[src/rtl/broadcast_snoop_filter.sv]
// Snoop filter: a fully-associative sharer table turns broadcast probes into
// targeted probes, with a release channel and a one-entry registered response.
module broadcast_snoop_filter #(
    parameter int unsigned ADDR_W    = 33,
    parameter int unsigned MSHR_W    = 2,
    parameter int unsigned CLIENTS   = 2,
    parameter int unsigned ENTRIES   = 8,
    parameter int unsigned LINE_BITS = 6
) (
    input  logic                clock,
    input  logic                reset,
    output logic                io_request_ready,
    input  logic                io_request_valid,
    input  logic [MSHR_W-1:0]   io_request_bits_mshr,
    input  logic [ADDR_W-1:0]   io_request_bits_address,
    input  logic [CLIENTS-1:0]  io_request_bits_allocOH,
    input  logic                io_request_bits_needT,
    input  logic                io_release_valid,
    input  logic [ADDR_W-1:0]   io_release_bits_address,
    input  logic [CLIENTS-1:0]  io_release_bits_clientOH,
    input  logic                io_response_ready,
    output logic                io_response_valid,
    output logic [MSHR_W-1:0]   io_response_bits_mshr,
    output logic [ADDR_W-1:0]   io_response_bits_address,
    output logic [CLIENTS-1:0]  io_response_bits_allocOH,
    output logic                io_response_bits_needT,
    output logic [CLIENTS-1:0]  io_response_bits_probe,
    output logic                io_response_bits_hit
);

    localparam int unsigned TAG_W = ADDR_W - LINE_BITS;
    localparam int unsigned IDX_W = (ENTRIES > 1) ? $clog2(ENTRIES) : 1;

    // Sharer table state
    logic [ENTRIES-1:0]  ent_valid;
    logic [TAG_W-1:0]    ent_tag     [ENTRIES];
    logic [CLIENTS-1:0]  ent_sharers [ENTRIES];
    logic [IDX_W-1:0]    victim_ptr;

    // Response register
    logic                out_valid;
    logic [MSHR_W-1:0]   out_mshr;
    logic [ADDR_W-1:0]   out_address;
    logic [CLIENTS-1:0]  out_alloc;
    logic                out_need_t;
    logic [CLIENTS-1:0]  out_probe;
    logic                out_hit;

    logic [TAG_W-1:0]     req_tag;
    logic [TAG_W-1:0]     rel_tag;
    logic [LINE_BITS-1:0] unused_rel_offset;
    logic                 accept;

    logic [ENTRIES-1:0]   rel_valid;
    logic [CLIENTS-1:0]   rel_sharers [ENTRIES];
    logic [ENTRIES-1:0]   hit_vec;
    logic [IDX_W-1:0]     hit_idx;
    logic [IDX_W-1:0]     free_idx;
    logic [IDX_W-1:0]     alloc_idx;
    logic                 hit;
    logic                 table_full;
    logic [CLIENTS-1:0]   hit_sharers;
    logic [CLIENTS-1:0]   probe;

    logic [ENTRIES-1:0]   nxt_valid;
    logic [TAG_W-1:0]     nxt_tag     [ENTRIES];
    logic [CLIENTS-1:0]   nxt_sharers [ENTRIES];
    logic [IDX_W-1:0]     nxt_victim;

    assign req_tag           = io_request_bits_address[ADDR_W-1:LINE_BITS];
    assign rel_tag           = io_release_bits_address[ADDR_W-1:LINE_BITS];
    assign unused_rel_offset = io_release_bits_address[LINE_BITS-1:0];

    assign io_request_ready = !out_valid || io_response_ready;
    assign accept           = io_request_valid && io_request_ready;

    // Release applied first so a same-cycle request sees the pruned table
    always_comb begin
        rel_valid = ent_valid;
        for (int i = 0; i < ENTRIES; i++) begin
            rel_sharers[i] = ent_sharers[i];
            if (io_release_valid && ent_valid[i] && (ent_tag[i] == rel_tag)) begin
                rel_sharers[i] = ent_sharers[i] & ~io_release_bits_clientOH;
                if ((ent_sharers[i] & ~io_release_bits_clientOH) == '0) begin
                    rel_valid[i] = 1'b0;
                end
            end
        end
    end

    // Tag lookup and lowest free slot on the post-release view
    always_comb begin
        hit_vec  = '0;
        hit_idx  = '0;
        free_idx = '0;
        for (int i = 0; i < ENTRIES; i++) begin
            hit_vec[i] = rel_valid[i] && (ent_tag[i] == req_tag);
            if (hit_vec[i]) begin
                hit_idx = IDX_W'(i);
            end
        end
        for (int i = ENTRIES - 1; i >= 0; i--) begin
            if (!rel_valid[i]) begin
                free_idx = IDX_W'(i);
            end
        end
    end

    assign hit         = |hit_vec;
    assign table_full  = &rel_valid;
    assign hit_sharers = rel_sharers[hit_idx];
    assign alloc_idx   = table_full ? victim_ptr : free_idx;

    // A full-table miss forgets the victim's sharers, so the new line is probed broadly
    always_comb begin
        probe = '0;
        if (hit && io_request_bits_needT) begin
            probe = hit_sharers & ~io_request_bits_allocOH;
        end else if (!hit && table_full) begin
            probe = ~io_request_bits_allocOH;
        end
    end

    // Request update layered on top of the post-release table
    always_comb begin
        nxt_valid  = rel_valid;
        nxt_victim = victim_ptr;
        for (int i = 0; i < ENTRIES; i++) begin
            nxt_tag[i]     = ent_tag[i];
            nxt_sharers[i] = rel_sharers[i];
        end
        if (accept) begin
            if (hit) begin
                nxt_sharers[hit_idx] = io_request_bits_needT
                                     ? io_request_bits_allocOH
                                     : (rel_sharers[hit_idx] | io_request_bits_allocOH);
            end else begin
                nxt_valid[alloc_idx]   = 1'b1;
                nxt_tag[alloc_idx]     = req_tag;
                nxt_sharers[alloc_idx] = io_request_bits_allocOH;
                if (table_full) begin
                    nxt_victim = victim_ptr + IDX_W'(1);
                end
            end
        end
    end

    always_ff @(posedge clock) begin
        if (reset) begin
            ent_valid   <= '0;
            victim_ptr  <= '0;
            out_valid   <= 1'b0;
            out_mshr    <= '0;
            out_address <= '0;
            out_alloc   <= '0;
            out_need_t  <= 1'b0;
            out_probe   <= '0;
            out_hit     <= 1'b0;
            for (int i = 0; i < ENTRIES; i++) begin
                ent_tag[i]     <= '0;
                ent_sharers[i] <= '0;
            end
        end else begin
            ent_valid  <= nxt_valid;
            victim_ptr <= nxt_victim;
            for (int i = 0; i < ENTRIES; i++) begin
                ent_tag[i]     <= nxt_tag[i];
                ent_sharers[i] <= nxt_sharers[i];
            end
            if (accept) begin
                out_valid   <= 1'b1;
                out_mshr    <= io_request_bits_mshr;
                out_address <= io_request_bits_address;
                out_alloc   <= io_request_bits_allocOH;
                out_need_t  <= io_request_bits_needT;
                out_probe   <= probe;
                out_hit     <= hit;
            end else if (io_response_ready) begin
                out_valid <= 1'b0;
            end
        end
    end

    assign io_response_valid        = out_valid;
    assign io_response_bits_mshr    = out_mshr;
    assign io_response_bits_address = out_address;
    assign io_response_bits_allocOH = out_alloc;
    assign io_response_bits_needT   = out_need_t;
    assign io_response_bits_probe   = out_probe;
    assign io_response_bits_hit     = out_hit;

    // Tags are unique in the table, so at most one entry may match
    a_single_hit: assert property (@(posedge clock) disable iff (reset)
        io_request_valid |-> $onehot0(hit_vec));

endmodule

[config.mk]
export PLATFORM = sky130hd
export DESIGN_NAME = broadcast_snoop_filter
export DESIGN_NICKNAME = d
export VERILOG_FILES = /design/src/rtl/broadcast_snoop_filter.sv
export SDC_FILE = /design/constraint.sdc
export NUM_CORES = 1
export LEC_CHECK = 0
export BUFFER_PORTS_ARGS = -buffer_cell sky130_fd_sc_hd__buf_2
export CAP_MARGIN = 10
export CORE_MARGIN = 2
export CORE_UTILIZATION = 58
export CTS_CLUSTER_DIAMETER = 30
export DETAILED_ROUTE_END_ITERATION = 8
export MAX_ROUTING_LAYER = met4
export PLACE_DENSITY = 0.79
export REMOVE_ABC_BUFFERS = 1
export SLEW_MARGIN = 40
export SYNTH_ARGS = -nofsm -noshare
export SYNTH_HDL_FRONTEND = slang
export SYNTH_SLANG_ARGS = --single-unit
[constraint.sdc]
create_clock -name clock -period 7.55 [get_ports clock]
set_input_delay 1.8875 -clock clock [delete_from_list [all_inputs] [get_ports clock]]
set_output_delay 1.8875 -clock clock [all_outputs]
set_load 0.05 [all_outputs]
# [After elaboration in Yosys (flattened, before gate mapping)]
# Memories as Yosys holds them, arrays and structs flattened.
# Cells that the tools add are included.
[totals] ram_bits=232 output_inout_bits=43 reg_bits=53 n_memories=2 input_bits=78 wordCells=195
[op_classes] addsub=1 n_mux=84 n_eq_ne=16 order_cmp=6 n_reduce_logical=45 n_bitwise=32
[memory_table] name="ent_tag" depth=8 width=27 read_ports=8 rd_ports_with_merged_regs=0 wr=8 line_no="36" rtl="logic [TAG_W-1:0] ent_tag [ENTRIES];"
[memory_table] name="ent_sharers" depth=8 width=2 read_ports=8 rd_ports_with_merged_regs=0 wr=8 line_no="37" rtl="logic [CLIENTS-1:0] ent_sharers [ENTRIES];"
[op_table] op="27-bit equality test" count=16
[op_table] op="216-bit two-way mux" count=2
[op_table] op="27-bit two-way mux" count=9
[op_table] op="216-bit bitwise mux" count=1
[op_table] op="27-bit demux with 3-bit select" count=1
[op_table] op="2-bit two-way mux" count=23
[op_table] op="3-bit two-way mux" count=15
[op_table] op="16-bit bitwise mux" count=2
[op_table] op="16-bit two-way mux" count=2
[op_table] op="1-bit logical AND" count=30
[op_table] op="1-bit two-way mux" count=23
[op_table] op="2-bit AND" count=9
[op_table] op="2-bit logical NOT" count=8
[op_table] op="8-bit two-way mux" count=2
[op_table] op="1-bit OR" count=16
[op_table] op="2-bit demux with 3-bit select" count=2
[op_table] op="10-bit AND reduction" count=1
[op_table] op="4-bit greater-or-equal comparator (second input constant)" count=2
[op_table] op="4-bit by 1-bit less-than comparator with 1-bit output (second input constant)" count=2
[op_table] op="3-bit NOT with 4-bit output" count=2
[op_table] op="8-bit OR" count=1
[op_table] op="8-bit AND reduction" count=1
[op_table] op="8-bit OR reduction" count=1
[op_table] op="2-bit binary-select mux with 3-bit select" count=1
[op_table] op="other kinds (10)" count=12

# [Depth between registers and ports, before layout]
[depth] ltp_word=23 ltp_mapped=17

# [Worst setup path before layout]
# No wires, ideal clock.
[synth_timing] path_type="input to register" startpoint="input port io_release_bits_address[16]" endpoint="memory ent_tag[0][35] in the netlist's numbering" arrival_time_ns=5.088 stages=16 path_buffers=5 slack_ns=2.335 path_cell_list="buf_2 > xnor2_1 > nand4_1 > or4_4 > o41ai_4 > or2_2 > and2_1 > or4b_4 > buf_6 > nor2_8 > buf_8 > and2_4 > buf_12 > buf_12 > mux2i_1 > nor2_1"
[synth_rtl] element="start: declaration" line_no="19" rtl="input logic [ADDR_W-1:0] io_release_bits_address,"
[synth_rtl] element="end: declaration" line_no="36"

==> impl_metrics.yaml <==
outcome:
  status: "finished, final reports clean"
worst_setup_path:
  r2r_setup_slack_ns: 2.79
  cp_top_family: "simple AND/OR/NAND/NOR gates"
  max_stage_delay_ns: 0.74
  critPathMaxFanout: 28
  critPathCaptureType: "flop"
  start_kind: "primary input"
  crit_chain: "buf_2 > xor2_1 > nor4_1 > nand4_1 > o31ai_1 > nor4_1 > nand4_1 > and3_1 > nor3b_1 > and2_2 > buf_4 > mux2i_1 > nor2_1"
  cpMaxStageDelayCell: "o31ai_1"
  worst-setup-path-type: "in2reg"
  arrival_ns: 6.56
  worstPathRequired_ns: 7.97
  path_buf_inv: 2
synthesis:
  synth_area_leaders: "dfxtp_1 (33%), mux2i_1 (14%), xor2_1 (12%), xnor2_1 (9.1%), nor2_1 (5.8%)"
  synth_cell_types: 76
  yosysSeqAreaShare_pct: 32.6
  ys_ff_latch: 285
  synth.largest_area_cell: "dfxtp_1"
  netlist_area_sq_um: 17500
  synth_area_per_cell_sq_um: 8.65
  yosys.area.top_type_share_pct: 32.6
  synth-edff-count: 0
  ys_warn_count: 0
  ys_async_sr_fraction_pct: 0
  synth_cells: 2020
  synth-main-ff-cell: "dfxtp_1"
clocking:
  cts_made_buffers: 67
  cts-resized-gates: 0
  clockRootBuffer: "clkbuf_16"
  clk_pin_slew_worst_paths_ns: 0.04
  holdBufCountCts: 0
  cts_tree: "yes"
  worstSkewPairLatency_ns: 0.56
  clockBufferDepth: 3
  htreeDepth: 3
  clock-sinks: 285
  post_cts_buffers: 0
timing:
  slew_headroom_pct: 45.1
  tightestPinTransition_ns: 0.817
  period_needed_ns: 6.14
  rsz0062_at_grt: "no"
  report.final.slew_viol_count: 0
  finalCritPeriodShare_pct: 81.4
  fin_setup_tns_ns: 0
  final-hold-violation-count: 0
  setup_viol: 0
  clock.fmax_mhz: 163
  finClkSkew_ns: 0.0271
  fin_hold_ws_ns: 0.447
layout:
  final_area_sq_um: 20300
  final_cells: 2515
  nets: 2152
  syn2layout_area_growth_pct: 16.1
  register_area_sq_um: 5710
  final_cell_mix: "dfxtp_1 (285), nor2_1 (272), xor2_1 (236), mux2i_1 (236), xnor2_1 (181)"
  multi_input_area_sq_um: 10800
  drive_above_1_share_pct: 14.0
  mostFrequentLayoutCell: "dfxtp_1"
  nFillCells: 2315
routing:
  drtPass1Iterations: 6
  drt-total-wl_microns: 59100
  drt_iter0_markers: 1756
  routed_via_density: 6.16
  drcViolationCount: 0
  num_vias: 15500
  postRouteAntennaNets: 0
  drt-wirelength-per-cell_microns: 23.5
power:
  power.share.clock_pct: 58.9
  power.share.switching_pct: 25.8
  cell_internal_pwr_mw: 3.78
  p_per_area_nw_per_um2: 251
  p_leak_nw: 8.61
  seqPwrFrac_pct: 30.8
  p_comb_share_pct: 10.4
  max-vdd-ir-drop_uv: 244
  switchingPower_mw: 1.31
global_routing:
  grt_pass1_wl_microns: 87900
  grt_max_degree: 195
  overflow: 0
  grt_pass1_vias: 14900
  antenna_found_initial: 1
  track_usage_pct: 38.2
floorplan:
  core_area_sq_um: 29600
  rows: 63
  start_util_pct: 59.0
  fp.dieW_microns: 178
  die_y_microns: 178
  dieArea_sq_um: 31500
  io_pins: 121
worst_hold_path:
  hp-class: "reg2reg"
placed_design:
  placedCellCount: 2393
  place_area_sq_um: 17900
  io_buffers: 114
  gp_congestion: 1.01
  post-dp-hpwl_microns: 38800
job:
  cap_violations: 0
-- per-stage QoR --
stage,setup slack (ns),util [%],total power [mW]
2_1_floorplan,1.74,-,1.86
3_3_place_gp,1.16,60.4,2.09
3_5_place_dp,1.03,60.4,2.10
4_1_cts,1.47,68.4,5.09
5_1_grt,1.14,68.5,5.21
6_report,1.41,68.5,5.09
-- layout make-up --
class | count | area share (%)
Sequential cell | 285 | 28.1
Clock inverter | 31 | 2.07
Multi-Input combinational cell | 1533 | 53.0
Inverter | 44 | 0.814
Timing Repair Buffer | 142 | 4.06
Tap cell | 390 | 2.40
Antenna cell | 1 | 0.0123
Clock buffer | 89 | 9.56
-- worst register-to-register path: stages (launching register included) --
cell	delay, ns
dfxtp_1	0.34
xor2_1	0.17
nor4_1	0.55
nand4_1	0.41
o31ai_1	0.74
nor4_1	0.20
nand4_1	0.16
and3_1	0.32
nor3b_1	0.67
and2_2	0.28
buf_4	0.42
mux2i_1	0.30
nor2_1	0.06
-- sequential cells by signal (all words and copies together), names as in the netlist --
register	flops
io_response_bits_hit	1
io_response_bits_probe	2
io_response_bits_allocOH	2
io_response_bits_needT	1
io_response_bits_mshr	2
victim_ptr	3
ent_sharers	16
io_response_bits_address	33
io_response_valid	1
ent_valid	8
ent_tag	216
-- logic make-up (layout without fill, tap and decap cells) --
kind of cell             after synthesis  count (layout)  synth area share [%]
AO/OA/AOI/OAI                        157             157                  5.95
XOR/XNOR                             417             417                  20.9
adder cells (fa/ha/maj)                1               1                0.0716
buffers and inverters                202             306                  5.97
flip-flops                           285             285                  32.6
multiplexers                         240             240                  13.8
other                                  0               1                     0
AND/OR/NAND/NOR                      718             718                  20.7
-- routing by layer --
layer | global-route usage [%] | wire length (microns)
met1 | 49.7 | 23600
met2 | 55.7 | 25100
met3 | 7.95 | 6900
met4 | 20.2 | 3560
met5 | - | 0
-- power by group through the flow --
stage                     logic (mW)  registers, mW  clock network, mW
after floorplan                0.224           1.63                  0
after global placement         0.499           1.59                  0
after detailed placement       0.504           1.59                  0
after CTS                      0.510           1.57               3.01
after global routing           0.550           1.57               3.09
final                          0.527           1.57               3.00
-- path summary, 6_finish.rpt --
check / from / to / depth (start not counted)
setup reg to reg: ent_tag[0][75] / ent_tag[0][18] / 12
setup / recovery: io_release_bits_address[12] / ent_tag[0][18] / 13
hold / removal: io_response_bits_needT / io_response_bits_needT / 2
hold reg to reg: io_response_bits_needT / io_response_bits_needT / 2
-- Yosys cell counts (all sizes together) (4+ instances only) --
cell and instances:
nor2 273, xnor2 181, o41ai 5, nand4 74
nand3 29, nand4b 10, mux2 4, o22ai 13
inv 44, nor3b 5, o31ai 10, nor3 30
dfxtp 285, nand2b 19, o211ai 4, or4 8
nand2 125, xor2 236, and2 11, or2 7
mux2i 236, nor4b 4, buf 75, nor4 79
a21oi 79, and3 10, nor2b 19, o21ai 9
clkbuf 83
No activity file was read; power rests on OpenSTA's default activity.
